## config.mk

```make
export PLATFORM = sky130hd
export DESIGN_NAME = conv2d_engine
export DESIGN_NICKNAME = d
export VERILOG_FILES = /design/src/rtl/conv2d_engine.sv
export SDC_FILE = /design/constraint.sdc
export NUM_CORES = 1
export LEC_CHECK = 0
export CORE_ASPECT_RATIO = 0.7
export CORE_MARGIN = 3
export CORE_UTILIZATION = 60
export CTS_CLUSTER_SIZE = 14
export DETAILED_ROUTE_END_ITERATION = 8
export PLACE_DENSITY = 0.79
export SYNTH_ARGS = -nofsm -noshare
export SYNTH_HDL_FRONTEND = slang
export SYNTH_SLANG_ARGS = --single-unit
```

## constraint.sdc

```tcl
create_clock -name clk -period 26.2 [get_ports clk]
set_clock_uncertainty 0.2 [all_clocks]
set_input_delay 5.24 -clock clk [delete_from_list [all_inputs] [get_ports clk]]
set_output_delay 5.24 -clock clk [all_outputs]
set_load 0.005 [all_outputs]
```

## src/rtl/conv2d_engine.sv

```systemverilog
// Parametrised signed 2D convolution engine: walks KxK windows over an IMG_H x IMG_W image in RAM,
// multiply-accumulates against a loadable kernel and streams post-processed results row-major.
module conv2d_engine #(
    parameter int IMG_W  = 8,
    parameter int IMG_H  = 8,
    parameter int K      = 3,
    parameter int DW     = 8,
    parameter int OW     = 16,
    parameter int STRIDE = 1,
    parameter int SHIFT  = 0,
    parameter int AW     = $clog2(IMG_W * IMG_H)
) (
    input  logic                    clk,
    input  logic                    rst,
    input  logic                    start,
    input  logic                    sat_en,
    input  logic                    relu_en,
    input  logic                    k_wr,
    input  logic [$clog2(K*K)-1:0]  k_idx,
    input  logic signed [DW-1:0]    k_data,
    output logic [AW-1:0]           ram_addr,
    input  logic signed [DW-1:0]    ram_dout,
    output logic signed [OW-1:0]    dout,
    output logic                    out_st,
    output logic                    busy,
    output logic                    done
);

    localparam int NT    = K * K;
    localparam int KI    = $clog2(NT);
    localparam int OUT_W = (IMG_W - K) / STRIDE + 1;
    localparam int OUT_H = (IMG_H - K) / STRIDE + 1;
    localparam int ACCW  = 2 * DW + $clog2(NT);
    localparam int EW    = (ACCW > OW) ? ACCW : OW;
    localparam int KW    = $clog2(K + 1);
    localparam int XW    = $clog2(OUT_W + 1);
    localparam int YW    = $clog2(OUT_H + 1);

    localparam logic [KI-1:0] TAP_LAST = KI'(NT - 1);
    localparam logic [KW-1:0] K_LAST   = KW'(K - 1);
    localparam logic [XW-1:0] OX_LAST  = XW'(OUT_W - 1);
    localparam logic [YW-1:0] OY_LAST  = YW'(OUT_H - 1);

    typedef enum logic [2:0] {
        S_IDLE  = 3'd0,
        S_FETCH = 3'd1,
        S_DRAIN = 3'd2,
        S_EMIT  = 3'd3,
        S_FIN   = 3'd4
    } state_t;

    state_t                  state_r;
    state_t                  state_s;
    logic signed [DW-1:0]    w_r [NT];
    logic [XW-1:0]           ox_r;
    logic [YW-1:0]           oy_r;
    logic [KW-1:0]           kx_r;
    logic [KW-1:0]           ky_r;
    logic [KI-1:0]           tap_r;
    logic                    mac_vld_r;
    logic [KI-1:0]           mac_tap_r;
    logic signed [ACCW-1:0]  acc_r;
    logic signed [2*DW-1:0]  prod_s;
    logic                    last_win_s;

    function automatic logic [AW-1:0] tap_addr(input logic [XW-1:0] ox, input logic [YW-1:0] oy,
                                               input logic [KW-1:0] ky, input logic [KW-1:0] kx);
        int a;
        a = (int'(oy) * STRIDE + int'(ky)) * IMG_W + int'(ox) * STRIDE + int'(kx);
        return AW'(a);
    endfunction

    // Shift, then clamp or wrap into OW bits, then optional ReLU.
    function automatic logic signed [OW-1:0] post_proc(input logic signed [ACCW-1:0] acc,
                                                       input logic sat, input logic relu);
        logic signed [EW-1:0] s;
        logic signed [OW-1:0] r;
        logic                 fits;
        s    = EW'(acc >>> SHIFT);
        fits = (s[EW-1:OW-1] == {(EW-OW+1){s[OW-1]}});
        if (!sat || fits) begin
            r = s[OW-1:0];
        end else if (s[EW-1]) begin
            r = {1'b1, {(OW-1){1'b0}}};
        end else begin
            r = {1'b0, {(OW-1){1'b1}}};
        end
        r = (relu && r[OW-1]) ? {OW{1'b0}} : r;
        return r;
    endfunction

    // Product of the RAM word returned this cycle with the weight of the tap that addressed it.
    always_comb begin
        prod_s     = {{DW{ram_dout[DW-1]}}, ram_dout} * {{DW{w_r[mac_tap_r][DW-1]}}, w_r[mac_tap_r]};
        last_win_s = (ox_r == OX_LAST) && (oy_r == OY_LAST);
    end

    // State register.
    always_ff @(posedge clk) begin
        if (rst) begin
            state_r <= S_IDLE;
        end else begin
            state_r <= state_s;
        end
    end

    // Next-state logic.
    always_comb begin
        state_s = state_r;
        case (state_r)
            S_IDLE:  state_s = start ? S_FETCH : S_IDLE;
            S_FETCH: state_s = (tap_r == TAP_LAST) ? S_DRAIN : S_FETCH;
            S_DRAIN: state_s = S_EMIT;
            S_EMIT:  state_s = last_win_s ? S_FIN : S_FETCH;
            S_FIN:   state_s = S_IDLE;
            default: state_s = S_IDLE;
        endcase
    end

    // Datapath: kernel store, window/tap counters, address generation, MAC and output stage.
    always_ff @(posedge clk) begin
        if (rst) begin
            for (int i = 0; i < NT; i++) begin
                w_r[i] <= {DW{1'b0}};
            end
            ox_r      <= {XW{1'b0}};
            oy_r      <= {YW{1'b0}};
            kx_r      <= {KW{1'b0}};
            ky_r      <= {KW{1'b0}};
            tap_r     <= {KI{1'b0}};
            mac_vld_r <= 1'b0;
            mac_tap_r <= {KI{1'b0}};
            acc_r     <= {ACCW{1'b0}};
            ram_addr  <= {AW{1'b0}};
            dout      <= {OW{1'b0}};
            out_st    <= 1'b0;
            busy      <= 1'b0;
            done      <= 1'b0;
        end else begin
            out_st    <= 1'b0;
            done      <= 1'b0;
            mac_vld_r <= 1'b0;
            // Tap 0 restarts the sum so nothing leaks from the previous window.
            if (mac_vld_r) begin
                acc_r <= ((mac_tap_r == {KI{1'b0}}) ? {ACCW{1'b0}} : acc_r) + ACCW'(prod_s);
            end else begin
                acc_r <= acc_r;
            end
            case (state_r)
                S_IDLE: begin
                    if (k_wr && (k_idx <= TAP_LAST)) begin
                        w_r[k_idx] <= k_data;
                    end
                    if (start) begin
                        busy     <= 1'b1;
                        ox_r     <= {XW{1'b0}};
                        oy_r     <= {YW{1'b0}};
                        kx_r     <= {KW{1'b0}};
                        ky_r     <= {KW{1'b0}};
                        tap_r    <= {KI{1'b0}};
                        ram_addr <= {AW{1'b0}};
                    end
                end
                S_FETCH: begin
                    mac_vld_r <= 1'b1;
                    mac_tap_r <= tap_r;
                    if (tap_r != TAP_LAST) begin
                        tap_r <= tap_r + KI'(1);
                        if (kx_r == K_LAST) begin
                            kx_r     <= {KW{1'b0}};
                            ky_r     <= ky_r + KW'(1);
                            ram_addr <= tap_addr(ox_r, oy_r, ky_r + KW'(1), {KW{1'b0}});
                        end else begin
                            kx_r     <= kx_r + KW'(1);
                            ram_addr <= tap_addr(ox_r, oy_r, ky_r, kx_r + KW'(1));
                        end
                    end else begin
                        tap_r <= {KI{1'b0}};
                        kx_r  <= {KW{1'b0}};
                        ky_r  <= {KW{1'b0}};
                    end
                end
                S_DRAIN: begin
                    busy <= 1'b1;
                end
                S_EMIT: begin
                    dout   <= post_proc(acc_r, sat_en, relu_en);
                    out_st <= 1'b1;
                    // Advance ox first, then oy, and pre-load tap 0 of the next window.
                    if (!last_win_s) begin
                        if (ox_r == OX_LAST) begin
                            ox_r     <= {XW{1'b0}};
                            oy_r     <= oy_r + YW'(1);
                            ram_addr <= tap_addr({XW{1'b0}}, oy_r + YW'(1), {KW{1'b0}}, {KW{1'b0}});
                        end else begin
                            ox_r     <= ox_r + XW'(1);
                            ram_addr <= tap_addr(ox_r + XW'(1), oy_r, {KW{1'b0}}, {KW{1'b0}});
                        end
                    end
                end
                S_FIN: begin
                    busy <= 1'b0;
                    done <= 1'b1;
                end
                default: begin
                    busy <= 1'b0;
                end
            endcase
        end
    end

endmodule

```

* Word-level counts from Yosys, hierarchy flattened
Memory sizes are Yosys's and may differ from the RTL's. A register that Yosys moved wholly into a read port is not among the register bits.
Cells that the tools add are included.
Widths: inputs -> output; s select.
** Word-level totals
- Bits in registers :: 67
- Bits in writable memories :: 72
- Input port bits :: 26
- Output and inout bits :: 25
- Logic and storage cells :: 112
- Memories kept :: 1
** Memories
- w_r :: depth 9, bits a word 8, read ports 1, clocked after Yosys merged registers in 1, write ports 9, RTL line 54 : logic signed [DW-1:0] w_r [NT];
** Cells by class
- $add $sub $neg :: 12
- Multipliers :: 1
- Order comparisons :: 1
- Equal/unequal tests :: 15
- Multiplexer cells :: 49
- Bitwise gates (word level) :: 1
- Reduce and logical (&&, ||, !) cells :: 18
** Operators by type and width (count)
- $mux 16 :: 5
- $mux 6 :: 5
- $add 20x20->20 :: 1
- $mux 20 :: 1
- $mux 4 :: 5
- $add 6x3->6 :: 3
- $mux 3 :: 6
- $pmux 6 s3 :: 1
- $mul 8x8->16 :: 1
- $mux 1 :: 12
- $mux 2 :: 6
- $pmux 3 s2 :: 2
- $pmux 3 s4 :: 1
- $eq 3x3->1 const B :: 3
- $mux 8 :: 1
- $ne 2x2->1 const B :: 4
- $pmux 2 s2 :: 2
- $pmux 4 s2 :: 1
- $reduce_and 4->1 :: 2
- $reduce_or 8->1 :: 1
- $add 3x1->3 const B :: 2
- $add 3x2->3 :: 2
- $add 6x2->6 :: 1
- $eq 3x2->1 const B :: 2
- 21 further kinds :: 27

* Longest topological paths before layout
Gate-level depths: netlist of run 1.
- Depth in word-level cells :: 8
- Mapped depth :: 33

* Least setup slack after synthesis of run 1
No wires, ideal clock.
- Path kind :: in2reg
- Start point :: input port ram_dout[0]
- End point :: register acc_r[19]
- Setup time :: 0.117 ns
- Arrival time :: 11.093 ns
- Required time :: 25.883 ns
- Path slack :: 14.790 ns
- Stages on the path :: 26
- Path buffers :: 0
- Path through :: or2_2 -> fa_1 -> fa_1 -> inv_1 -> fa_1 -> inv_1 -> fa_1 -> inv_1 -> ha_1 -> a21oi_1 -> o21ai_0 -> a21oi_1 -> o21bai_1 -> a21oi_1 -> o21bai_1 -> a21oi_1 -> xnor2_1 -> ha_1 -> o2111ai_1 -> o21ba_1 -> a211oi_4 -> nor2_1 -> a211oi_2 -> mux2i_1 -> a2111oi_2 -> nand2b_1
** Between the ends
- Longest elaborated chain between the ends :: 2
** RTL lines
- start: declaration :: RTL line 22 : input logic signed [DW-1:0] ram_dout,
- $mul 8x8->16 :: RTL line 94 : prod_s = {{DW{ram_dout[DW-1]}}, ram_dout} * {{DW{w_r[mac_tap_r][DW-1]}}, w_r[mac_tap_r]};
- $add 20x20->20 :: RTL line 145 : acc_r <= ((mac_tap_r == {KI{1'b0}}) ? {ACCW{1'b0}} : acc_r) + ACCW'(prod_s);
- end signal: assignment :: RTL line 133 : acc_r <= {ACCW{1'b0}};
- end signal: assignment :: RTL line 145
- end signal: assignment :: RTL line 147 : acc_r <= acc_r;
- end: declaration :: RTL line 62 : logic signed [ACCW-1:0] acc_r;
No other way between the ends.
A chain may end at the register's enable or synchronous reset.

* Final worst setup path of run 1
Ends and elaborated chain as after synthesis.

==> impl_metrics.py, run 1 <==
metrics = {
    "status": {
        "outcome": "complete, no violations",
    },
    "yosys": {
        "synth_cell_types": 69,
        "synthesis.area_um2": 12090,
        "yosys-top-cells-count": "and2_1 (132), edfxtp_1 (128), inv_1 (102)",
        "synth_seq_area_share": 0.4356,
        "yosysTopAreaCellShare": 0.3180,
        "synth_cells": 1074,
        "yosysWarnings": 0,
        "avgSynthCellArea_um2": 11.25,
        "yosysMostFrequentCell": "and2_1",
        "synth_largest_area_cell": "edfxtp_1",
        "synth_edf_count": 128,
        "synthTopCellsByArea": "edfxtp_1 (32%), dfxtp_1 (12%), fa_1 (9.8%), mux4_2 (7.3%), and2_1 (6.8%)",
        "synthFlopType": "edfxtp_1",
        "ys_seq_elements": 199,
        "async_reset_ff_frac": 0,
    },
    "pwr": {
        "ir_drop_mv": 0.05467,
        "power_density_nw_per_um2": 70.75,
        "power_uw": 964.1,
        "leakagePower_nw": 5.435,
    },
    "detailed_routing": {
        "wirelength_mm": 24.40,
        "wl_per_cell_um": 16.90,
        "drtIter0Drc": 673,
        "viasPerCell": 5.604,
        "dr.pass1.iters": 5,
        "antenna_left": 0,
        "drc": 0,
        "vias": 8092,
    },
    "clock_tree": {
        "clk_latency_ps": 450,
        "hold_buffers": 0,
        "cts_setup_buffers": 0,
        "cts_buffers": 17,
        "root_buffer": "clkbuf_16",
        "cts_tree": "built",
        "h-tree-depth": 4,
        "cts_resized": 0,
        "cts_sinks": 199,
        "clockBufferDepth": 2,
        "clkTransAtPathRegs_ps": 80,
    },
    "timing": {
        "fin_crit_sh": 0.4558,
        "max_freq_ghz": 0.08374,
        "fin_crit_ps": 11940,
        "final-hold-violation-count": 0,
        "tightest_slew_ps": 1085,
        "finalSetupViolCount": 0,
        "setup-tns-final_ps": 0,
        "grt_setup_unrepaired": "no",
        "slew-limit-headroom": 0.2710,
        "slew_violations": 0,
    },
    "critical_path": {
        "worstSetupStartpointType": "primary input",
        "arrival_ps": 12080,
        "end_kind": "flop",
        "required_ps": 26340,
        "path_class": "in -> reg",
        "path_max_fanout": 8,
    },
    "floorplanning": {
        "pin_count": 51,
        "coreArea_um2": 19340,
        "rows": 42,
        "die_area_um2": 21910,
        "fp.dieW_um": 175.6,
        "die_h_um": 124.7,
        "start_util": 0.6250,
    },
    "placed_design": {
        "place_congestion": 0.8889,
        "place_area_um2": 13020,
        "io_buffers": 50,
        "dpl.hpwl_mm": 17.61,
    },
    "final_layout": {
        "insertedDiodeCount": 0,
        "fin_area_um2": 13630,
        "areaGrowthSynthToFinish_pct": 12.74,
        "nFillCells": 1399,
        "nNetsFinal": 1311,
        "utilization": 0.7046,
        "drive_gt1_frac": 0.08559,
    },
    "global_routing": {
        "grt_pass1_vias": 8206,
        "grt_usage": 0.2362,
        "grt_max_degree": 82,
        "antenna_found_initial": 0,
        "gr-total-overflow": 0,
        "grt_pass1_wl_mm": 41.12,
    },
    "run": {
        "max_cap_viol_count": 0,
    },
    "worst_hold_path": {
        "hp-class": "reg -> reg",
    },
}
metal layers:
metal / part of all wire / global-route usage / up-vias / routed length, µm
li1: - / - / 3868 / -
met1: 0.48 / 0.3535 / 3965 / 11780
met2: 0.45 / 0.3550 / 232 / 10870
met3: 0.061 / 0.05088 / 27 / 1486
met4: 0.011 / 0.05770 / 0 / 265
met5: 0 / 0 / - / 0
final cells by class:
| class | count | area [µm²] | area share |
|---|---|---|---|
| multi-input combinational | 791 | 6501 | 0.4771 |
| sequential | 199 | 5266 | 0.3865 |
| timing repair buffer | 55 | 533.0 | 0.03911 |
| clock buffer | 17 | 425.4 | 0.03122 |
| inverter | 103 | 386.6 | 0.02837 |
| tap | 264 | 330.3 | 0.02424 |
| clock inverter | 15 | 183.9 | 0.01350 |
cells by family after synthesis:
logic type / count (synthesis) / share of synthesized area
muxes: 60 / 0.09017
buffers and inverters: 139 / 0.04358
xor gates and xnor gates: 38 / 0.02909
adders and majority gates: 118 / 0.1588
other: 1 / 0.0003103
DFF: 199 / 0.4356
AOI/OAI and AO/OA: 168 / 0.08778
and+or+nand+nor: 351 / 0.1547
registers in the layout, summed over array words and instances (netlist names), 3 cells and up, named ones only:
signal     flops
w_r          128
tap_r          4
acc_r         20
ox_r           3
mac_tap_r      4
oy_r           3
ram_addr       6
dout          16
state_r        3
metrics by stage:
step / hold slack (ps) / setup slack, ps / cells
after detailed placement: 246.5 / 13860 / 1412
after floorplan: 248.3 / 14790 / 1129
after global placement: 239.3 / 13960 / 1412
final: 255.5 / 14260 / 1444
after global routing: 278.0 / 13800 / 1444
after CTS: 258.8 / 14290 / 1444
worst max-delay path, cell delays in order:
cell and delay [ps]:
clkdlybuf4s50_1 510, or2_2 360, fa_1 510, fa_1 540, inv_1 60, fa_1 520, inv_1 50, fa_1 520
inv_1 40, ha_1 330, a21oi_1 220, o21ai_0 110, a21oi_1 230, o21bai_1 90, a21oi_1 240, o21bai_1 100
a21oi_1 180, xnor2_1 90, ha_1 360, o2111ai_1 250, o21ba_1 210, a211oi_4 310, nor2_1 100, a211oi_2 310
mux2i_1 300, a2111oi_2 100, nand2b_1 180
where the power goes:
part | switching [mW] | internal, mW
registers | 0.00858 | 0.352
logic | 0.191 | 0.142
clock network | 0.139 | 0.132
path summary, 6_finish.rpt:
check | to | depth (start not counted) | slack, ps | start
worst max-delay path | acc_r[19] | 27 | 14260 | ram_dout[0]
worst min-delay path | dout[1] | 2 | 260 | dout[1]
worst max register to register | acc_r[19] | 30 | 17380 | flop
worst min register to register | dout[1] | 2 | 260 | dout[1]
cell usage in the layout (no fill, tap or decap), types with 36 or more instances in the layout:
master,synthesis,layout
nor2_1,81,81
conb_1,1,56
o21ai_0,36,36
ha_1,59,59
and2_1,132,132
dfxtp_1,71,70
inv_1,102,102
mux4_2,39,39
a21oi_1,63,63
fa_1,59,59
nand2_1,57,57
edfxtp_1,128,128
clkdlybuf4s50_1,0,49
Note: power is estimated with default switching activity, not from simulation.
==> inputs of run 2 (changes only) <==
==> constraint.sdc (replaced) <==
create_clock -name clk -period 11.4 [get_ports clk]
set_clock_uncertainty 0.2 [all_clocks]
set_input_delay 2.28 -clock clk [delete_from_list [all_inputs] [get_ports clk]]
set_output_delay 2.28 -clock clk [all_outputs]
set_load 0.005 [all_outputs]
==> impl_metrics.py, run 2 (synthesized netlist as in run 1, its figures left out) <==
metrics = {
    "timing": {
        "setup_slack_ps": 2354,
        "fin_crit_sh": 0.7935,
        "tightest_slew_ps": 1038,
        "slew-limit-headroom": 0.3029,
        "setup-tns-final_ps": 0,
        "fin_crit_ps": 9046,
        "slew_violations": 0,
        "final-hold-violation-count": 0,
        "grt_setup_unrepaired": "no",
        "finalSetupViolCount": 0,
        "max_freq_ghz": 0.1106,
    },
    "final_layout": {
        "reg_top3": "w_r: 128 flops, acc_r: 20 flops, dout: 16 flops",
        "drive_gt1_frac": 0.08637,
        "insertedDiodeCount": 0,
        "layout_commonest_cell": "and2_1",
        "largest_reg_flops": 128,
        "nNetsFinal": 1312,
        "areaGrowthSynthToFinish_pct": 12.98,
        "regMostFlops": "w_r",
        "final_cell_mix": "and2_1 (132), edfxtp_1 (128), inv_1 (102)",
        "nFillCells": 1389,
    },
    "floorplanning": {
        "die_h_um": 124.7,
        "pin_count": 51,
        "fp.dieW_um": 175.6,
        "coreArea_um2": 19340,
        "rows": 42,
        "die_area_um2": 21910,
        "start_util": 0.6250,
    },
    "critical_path": {
        "end_kind": "flop",
        "path_class": "reg -> reg",
        "max_stage_delay_ps": 760,
        "required_ps": 11530,
        "arrival_ps": 9180,
        "critical_path.slowest_cell": "dfxtp_2",
        "worstSetupStartpointType": "flop",
        "path_max_fanout": 18,
    },
    "pwr": {
        "ir_drop_mv": 0.1074,
        "p_clk_frac": 0.287,
        "combPwrFrac": 0.344,
        "swShare": 0.3491,
        "power_density_nw_per_um2": 164.2,
        "power.switching_uw": 782.9,
        "leakagePower_nw": 5.450,
        "seqPwrFrac": 0.369,
        "p_int_mw": 1.460,
        "power_mw": 2.242,
    },
    "clock_tree": {
        "cts_buffers": 17,
        "cts_tree": "built",
        "clk_latency_ps": 450,
        "h-tree-depth": 4,
        "clkTransAtPathRegs_ps": 90,
        "cts_sinks": 199,
        "clockBufferDepth": 2,
        "root_buffer": "clkbuf_16",
        "cts_resized": 0,
        "hold_buffers": 0,
        "cts_setup_buffers": 0,
    },
    "global_routing": {
        "grt_usage": 0.2379,
        "grt_pass1_vias": 8213,
        "gr-total-overflow": 0,
        "grt_pass1_wl_mm": 41.71,
        "grt_max_degree": 50,
        "antenna_found_initial": 0,
    },
    "placed_design": {
        "place_congestion": 0.8895,
        "io_buffers": 50,
        "place_ws_ps": 2010,
        "dpl.hpwl_mm": 17.54,
    },
    "status": {
        "outcome": "complete, no violations",
    },
    "run": {
        "max_cap_viol_count": 0,
    },
    "detailed_routing": {
        "viasPerCell": 5.644,
        "antenna_left": 0,
        "wl_per_cell_um": 16.93,
        "drtIter0Drc": 896,
        "wirelength_mm": 24.46,
        "drc": 0,
        "dr.pass1.iters": 5,
        "vias": 8155,
    },
    "worst_hold_path": {
        "hp-class": "reg -> reg",
    },
}
[run 2: cell types whose count changed in the layout (fill, tap and decap cells not counted)]
cell	previous run	this run
buf_4	5	6
bufinv_16	0	1
inv_6	2	1
[run 2: area by class of cell]
type | instances | area (µm²) | share of cell area
multi-input cells | 791 | 6501 | 0.4761
flip-flops and latches | 199 | 5266 | 0.3857
repair buffers | 56 | 540.5 | 0.03958
clock buffers | 17 | 425.4 | 0.03115
inverters | 103 | 386.6 | 0.02831
well taps | 264 | 330.3 | 0.02419
clock inverters | 15 | 205.2 | 0.01503
[run 2: power groups by stage]
stage | logic, mW | registers (mW) | clock network, mW
after detailed placement | 0.754 | 0.845 | 0
after global placement | 0.732 | 0.842 | 0
after floorplan | 0.615 | 0.835 | 0
after global routing | 0.871 | 0.833 | 0.678
after CTS | 0.769 | 0.828 | 0.652
final | 0.771 | 0.828 | 0.644
[run 2: critical path: cells and delay by family (launching register included)]
family | cells | cell delay [ps]
AND/OR/NAND/NOR | 3 | 530
buffers and inverters | 4 | 560
flip-flops | 1 | 760
adder cells (fa/ha/maj) | 6 | 2690
XOR/XNOR | 1 | 90
multiplexers | 3 | 1160
AO/OA/AOI/OAI | 13 | 2930
[run 2: worst paths after layout]
kind,start,end,slack (ps),cells after the start
worst min-delay path,dout[7],dout[7],260,2
worst max-delay path,flop,acc_r[19],2350,30
worst max register to register,flop,acc_r[19],2350,30
worst min register to register,dout[7],dout[7],260,2
[run 2: per-stage QoR]
step	std cells	instance area [µm²]	util	hold slack (ps)
6_report	1445	13660	0.7061	256.6
5_1_grt	1445	13660	0.7061	279.1
4_1_cts	1445	13660	0.7061	258.8
3_5_place_dp	1413	13030	0.6735	245.5
3_3_place_gp	1413	13030	0.6735	240.4
2_1_floorplan	1129	12290	-	248.3
[run 2: per-layer routing]
layer	vias to the layer above	wire, µm	track usage
met4	0	240	0.05258
met3	25	1570	0.04631
met1	4019	11600	0.3573
met5	-	0	0
met2	241	11050	0.3627
li1	3870	-	-
==> inputs of run 3 (changes only) <==
--- a/config.mk
+++ b/config.mk
@@ -7,10 +7,10 @@
 export LEC_CHECK = 0
 export CORE_ASPECT_RATIO = 0.7
 export CORE_MARGIN = 3
-export CORE_UTILIZATION = 60
+export CORE_UTILIZATION = 56
 export CTS_CLUSTER_SIZE = 14
 export DETAILED_ROUTE_END_ITERATION = 8
-export PLACE_DENSITY = 0.79
+export PLACE_DENSITY = 0.77
 export SYNTH_ARGS = -nofsm -noshare
 export SYNTH_HDL_FRONTEND = slang
 export SYNTH_SLANG_ARGS = --single-unit
==> constraint.sdc (replaced) <==
create_clock -name clk -period 7.4 [get_ports clk]
set_clock_uncertainty 0.2 [all_clocks]
set_input_delay 1.48 -clock clk [delete_from_list [all_inputs] [get_ports clk]]
set_output_delay 1.48 -clock clk [all_outputs]
set_load 0.005 [all_outputs]
==> impl_metrics.py, run 3 (synthesized netlist as in run 1, its figures left out) <==
metrics = {
    "status": {
        "outcome": "complete, but fails checks",
        "failed_checks": "negative setup slack",
    },
    "floorplanning": {
        "die_h_um": 128.9,
        "start_util": 0.5762,
        "fp.dieW_um": 181.6,
        "die_area_um2": 23410,
        "rows": 44,
        "coreArea_um2": 20980,
        "pin_count": 51,
    },
    "detailed_routing": {
        "drc": 0,
        "met3_length_mm": 1.892,
        "routed-wl-met2_mm": 13.47,
        "wirelength_mm": 28.60,
        "vias": 8840,
        "wl_met1_mm": 12.83,
        "dr.pass1.iters": 6,
        "drtIter0Drc": 804,
        "viasPerCell": 5.606,
        "antenna_left": 0,
        "top_layer": "met4",
        "wl_per_cell_um": 18.13,
    },
    "critical_path": {
        "required_ps": 7580,
        "r2r-end": "acc_r[19]",
        "path_max_fanout": 5,
        "worst_path_most_repeated_cell": "fa_1",
        "ff2ff_setup_slack_ps": -290,
        "path_class": "reg -> reg",
        "worstSetupStartpointType": "flop",
        "cpLargestDelayFamily": "adder cells",
        "arrival_ps": 7870,
        "cp.depth": 31,
        "end_kind": "flop",
        "cp_num_buf_inv": 7,
        "rr_worst_depth": 31,
        "worstSetupEndpoint": "acc_r[19]",
        "critical_path.slowest_cell": "mux4_2",
        "max_stage_delay_ps": 590,
    },
    "timing": {
        "grt_setup_unrepaired": "yes",
        "fin_crit_ps": 7685,
        "slew-limit-headroom": 0.2228,
        "finalHoldWorstSlack_ps": 255.8,
        "fin_crit_sh": 1.039,
        "final-hold-violation-count": 0,
        "setup-tns-final_ps": -782.9,
        "finalSetupViolCount": 5,
        "max_freq_ghz": 0.1301,
        "slew_violations": 0,
        "setup_slack_ps": -285.5,
        "tightest_slew_ps": 1157,
    },
    "final_layout": {
        "insertedDiodeCount": 0,
        "areaGrowthSynthToFinish_pct": 24.65,
        "nNetsFinal": 1432,
        "post_layout_nonfiller_instances": 1577,
        "largest_reg_flops": 128,
        "regMostFlops": "w_r",
        "reg_top3": "w_r: 128 flops, acc_r: 20 flops, dout: 16 flops",
        "drive_gt1_frac": 0.2160,
        "final_cell_mix": "edfxtp_1 (128), and2_1 (124), buf_4 (100)",
        "utilization": 0.7183,
        "layout_commonest_cell": "edfxtp_1",
    },
    "global_routing": {
        "grt_pass1_vias": 8844,
        "gr-total-overflow": 0,
        "grt_max_degree": 52,
        "grt_usage": 0.2450,
        "antenna_found_initial": 1,
        "grt_pass1_wl_mm": 45.08,
    },
    "placed_design": {
        "place_congestion": 0.8744,
        "placed_cells": 1511,
        "io_buffers": 50,
        "dpl.hpwl_mm": 18.85,
    },
    "pwr": {
        "leakagePower_nw": 6.080,
        "power.switching_mw": 1.417,
        "combPwrFrac": 0.462,
        "seqPwrFrac": 0.316,
        "p_clk_frac": 0.222,
        "p_int_mw": 2.620,
        "power_density_nw_per_um2": 268.0,
        "swShare": 0.3509,
        "ir_drop_mv": 0.2108,
    },
    "clock_tree": {
        "hold_buffers": 0,
        "clkTransAtPathRegs_ps": 70,
        "cts_tree": "built",
        "cts_buffers": 17,
        "clk_latency_ps": 440,
        "root_buffer": "clkbuf_16",
        "clockBufferDepth": 2,
        "cts_sinks": 199,
        "h-tree-depth": 4,
    },
    "run": {
        "max_cap_viol_count": 0,
    },
    "worst_hold_path": {
        "hp-class": "reg -> reg",
    },
}
-- run 3: how the worst min path moves through the flow --
stage / end / cells past startpoint / from
finish: dout[1] / 2 / dout[1]
global route: dout[7] / 2 / dout[7]
CTS: dout[13] / 2 / dout[13]
detailed placement: dout[3] / 2 / dout[3]
global placement: dout[7] / 2 / dout[7]
floorplan: dout[0] / 2 / dout[0]
-- run 3: worst min-delay path: stages (launching register included) --
cell and delay, ps:
dfxtp_1 310, nand2_1 50, a21oi_1 50
-- run 3: layout make-up --
| type | instances | area [µm²] |
|---|---|---|
| flip-flops and latches | 199 | 5269 |
| fillers | 1432 | 5909 |
| clock inverters | 14 | 132.6 |
| repair buffers | 176 | 1642 |
| inverters | 103 | 386.6 |
| clock buffers | 18 | 429.2 |
| well taps | 276 | 345.3 |
| multi-input cells | 791 | 6862 |
-- run 3: through the flow --
step / power, mW / area, µm² / setup slack, ps
floorplan: 2.260 / 12390 / 2.081
global placement: 2.704 / 13780 / -458.4
detailed placement: 2.742 / 13780 / -603.3
CTS: 3.747 / 14750 / -187.2
global route: 4.254 / 15070 / -670.8
finish: 4.037 / 15070 / -285.5
-- run 3: timing repair --
action,4_1_cts,5_1_grt
resized for setup,41,45
gates cloned,2,0
pin swaps,35,44
setup buffers,23,12
setup endpoints to repair,4,8
-- run 3: power by group through the flow --
stage / Clock, mW / Sequential (mW) / Combinational (mW)
floorplan: 0 / 1.29 / 0.973
global placement: 0 / 1.30 / 1.41
detailed placement: 0 / 1.30 / 1.44
CTS: 0.913 / 1.28 / 1.56
global route: 0.950 / 1.28 / 2.02
finish: 0.897 / 1.28 / 1.86
-- run 3: per-layer routing --
layer,vias up,track usage
met2,313,0.3846
met4,0,0.06759
met5,-,0
li1,4105,-
met3,45,0.05454
met1,4377,0.3499
==> edit, RTL diff (flow settings as in run 2) <==
The parameter `DW` goes from 8 to 6.
--- a/src/rtl/conv2d_engine.sv
+++ b/src/rtl/conv2d_engine.sv
@@ -5,5 +5,5 @@
     parameter int IMG_H  = 8,
     parameter int K      = 3,
-    parameter int DW     = 8,
+    parameter int DW     = 6,
     parameter int OW     = 16,
     parameter int STRIDE = 1,
Ports: changed (resized k_data and ram_dout); port bits go from 51 to 47. The function was not compared with the original's and may differ.
==> edit against run 2 <==
  * Wire length is 22% lower
  * Sequential cell count shrank 36
  * Sequential share of layout area up 2.0 points
  * First-iteration DRC count fell by 44%
  * Cell area is 24% lower
  * Worst setup slack improved by 0.33 ns
  * Via count shrank 23%
  * Area after synthesis decreased by 25%
  * Critical endpoint is now acc_r[14]
Power is not compared: it rests on default switching activity, and its combinational part moved more than twofold at a synthesized area within 25%.
==> edit: results (changes against run 2) <==
[outcome]
status=complete, no violations

[final_layout]
drive_gt1_share_pct=7.946  ; -0.69 points
multi_input_area_um2=4727  ; -27%
nets=967  ; -26%
fill_cells=947  ; -32%
top_regs=w_r: 96 flops, acc_r: 16 flops, dout: 16 flops

[synth]
synthTopCellsByArea=edfxtp_1, dfxtp_1, mux4_2
synth_xor_area_share_pct=2.851  ; -0.058 points
yosysSeqAreaShare_pct=46.50  ; +2.9 points
yosys-top-cells-count=edfxtp_1, and2_1, dfxtp_1, nor2_1, ha_1
post_synth.cell_area_avg_um2=11.48  ; +2.0%
synth_compound_area_share_pct=10.14  ; +1.4 points
synth_fa_ha_area_share_pct=13.09  ; -2.8 points
ys_types=66  ; -4.3%
synth_mux_area_share_pct=8.884  ; -0.13 points
synth_edf_count=96  ; -25%

[setup_path]
r2r-end=acc_r[14]
worstRegToRegCells=21  ; -30%
critPathKind=in2reg
startpoint=ram_dout[5]
cp_max_fo=14  ; -4
worstPathArrival_ns=8.82  ; -0.36 ns
rrSetupSlack_ns=2.96  ; +0.61 ns

[detailed_routing]
m1WireLength_um=8806  ; -24%
dr.first_iter.drc_count=498  ; -44%
routed.top_layer=met4
vias=6265  ; -23%
first_pass_iters=5  ; unchanged
wl_met3_um=1158  ; -26%
wl_met2_um=8767  ; -21%
wl_per_cell_um=17.70  ; +4.6%
vias_per_cell=5.850  ; +3.7%

[place]
portBuffers=45  ; -10%
dp_cells=1039  ; -26%
placed_area_um2=9826  ; -25%
dp_hpwl_um=13450  ; -23%
dp_slack_ns=2.353  ; +0.3428 ns
gp_congestion=0.8774  ; -1.4%

[grt]
grt_pass1_wl_um=31280  ; -25%
track_usage_pct=23.87  ; +0.077 points
grt_pass1_vias=6241  ; -24%
grt_max_degree=59  ; +18%

[power_and_ir_drop]
p_int_w=0.001151
leakage_nw=4.119

[timing]
hold_ws_ns=0.2619  ; +0.005215 ns
worst_pin_slew_ns=1.182  ; +0.1447 ns
max_freq_mhz=114.7  ; +3.8%

[clocking]
cts_hold_buf=0  ; unchanged
clk_pin_slew_ns=0.06  ; -0.03 ns
clk_path_buf_depth=2  ; unchanged
cts_max_level=4  ; unchanged
postCtsSetupBuffers=0  ; unchanged
insertion_delay_ns=0.42  ; -0.03 ns
cts_resized=0  ; unchanged

[min_path]
min_from=ram_addr[5]
worstHoldPathType=reg2reg
holdPathEnd=ram_addr[5]

==> edit: layout make-up <==
cell class | count | area share (%)
multi-input combinational | 594 | 45.37
sequential | 163 | 40.54
tap | 190 | 2.282
inverter | 43 | 1.549
clock inverter | 12 | 1.501
timing repair buffer | 49 | 4.563
clock buffer | 20 | 4.191
==> edit: cells by family (layout without fill, tap and decap cells) <==
logic type      count (synthesis)  count (layout)
other cells                     1              42
buf+inv                        75             124
xor+xnor                       28              28
fa+ha+maj                      77              77
mux                            44              44
simple gates                  268             268
compound gates                135             135
flops                         163             163
==> edit: worst max-delay path: stages <==
cell and delay, ns:
clkdlybuf4s50_1 0.55, and2_1 0.28, fa_1 0.54, inv_1 0.05, fa_1 0.47, inv_1 0.05, fa_1 0.56, fa_1 0.45
ha_1 0.30, a21oi_1 0.21, o211ai_1 0.19, o41ai_2 0.33, xor2_1 0.88, ha_1 0.40, or3_1 0.16, o21ai_1 0.11
nor3_1 0.22, o21a_1 0.15, mux2_1 0.31, a311o_1 0.31
==> edit: power groups by stage <==
stage | clock network, W | registers (W) | logic (W)
3_3_place_gp | 0 | 0.000679 | 0.000326
2_1_floorplan | 0 | 0.000673 | 0.000273
3_5_place_dp | 0 | 0.000681 | 0.000339
5_1_grt | 0.000609 | 0.000672 | 0.000392
6_report | 0.000578 | 0.000669 | 0.000350
4_1_cts | 0.000585 | 0.000669 | 0.000349
==> edit: per-layer routing <==
| layer | GRT usage (%) | vias to the layer above |
|---|---|---|
| met5 | 0 | - |
| met4 | 6.230 | 0 |
| met3 | 5.355 | 17 |
| met2 | 37.85 | 214 |
| met1 | 33.89 | 3078 |
| li1 | - | 2956 |
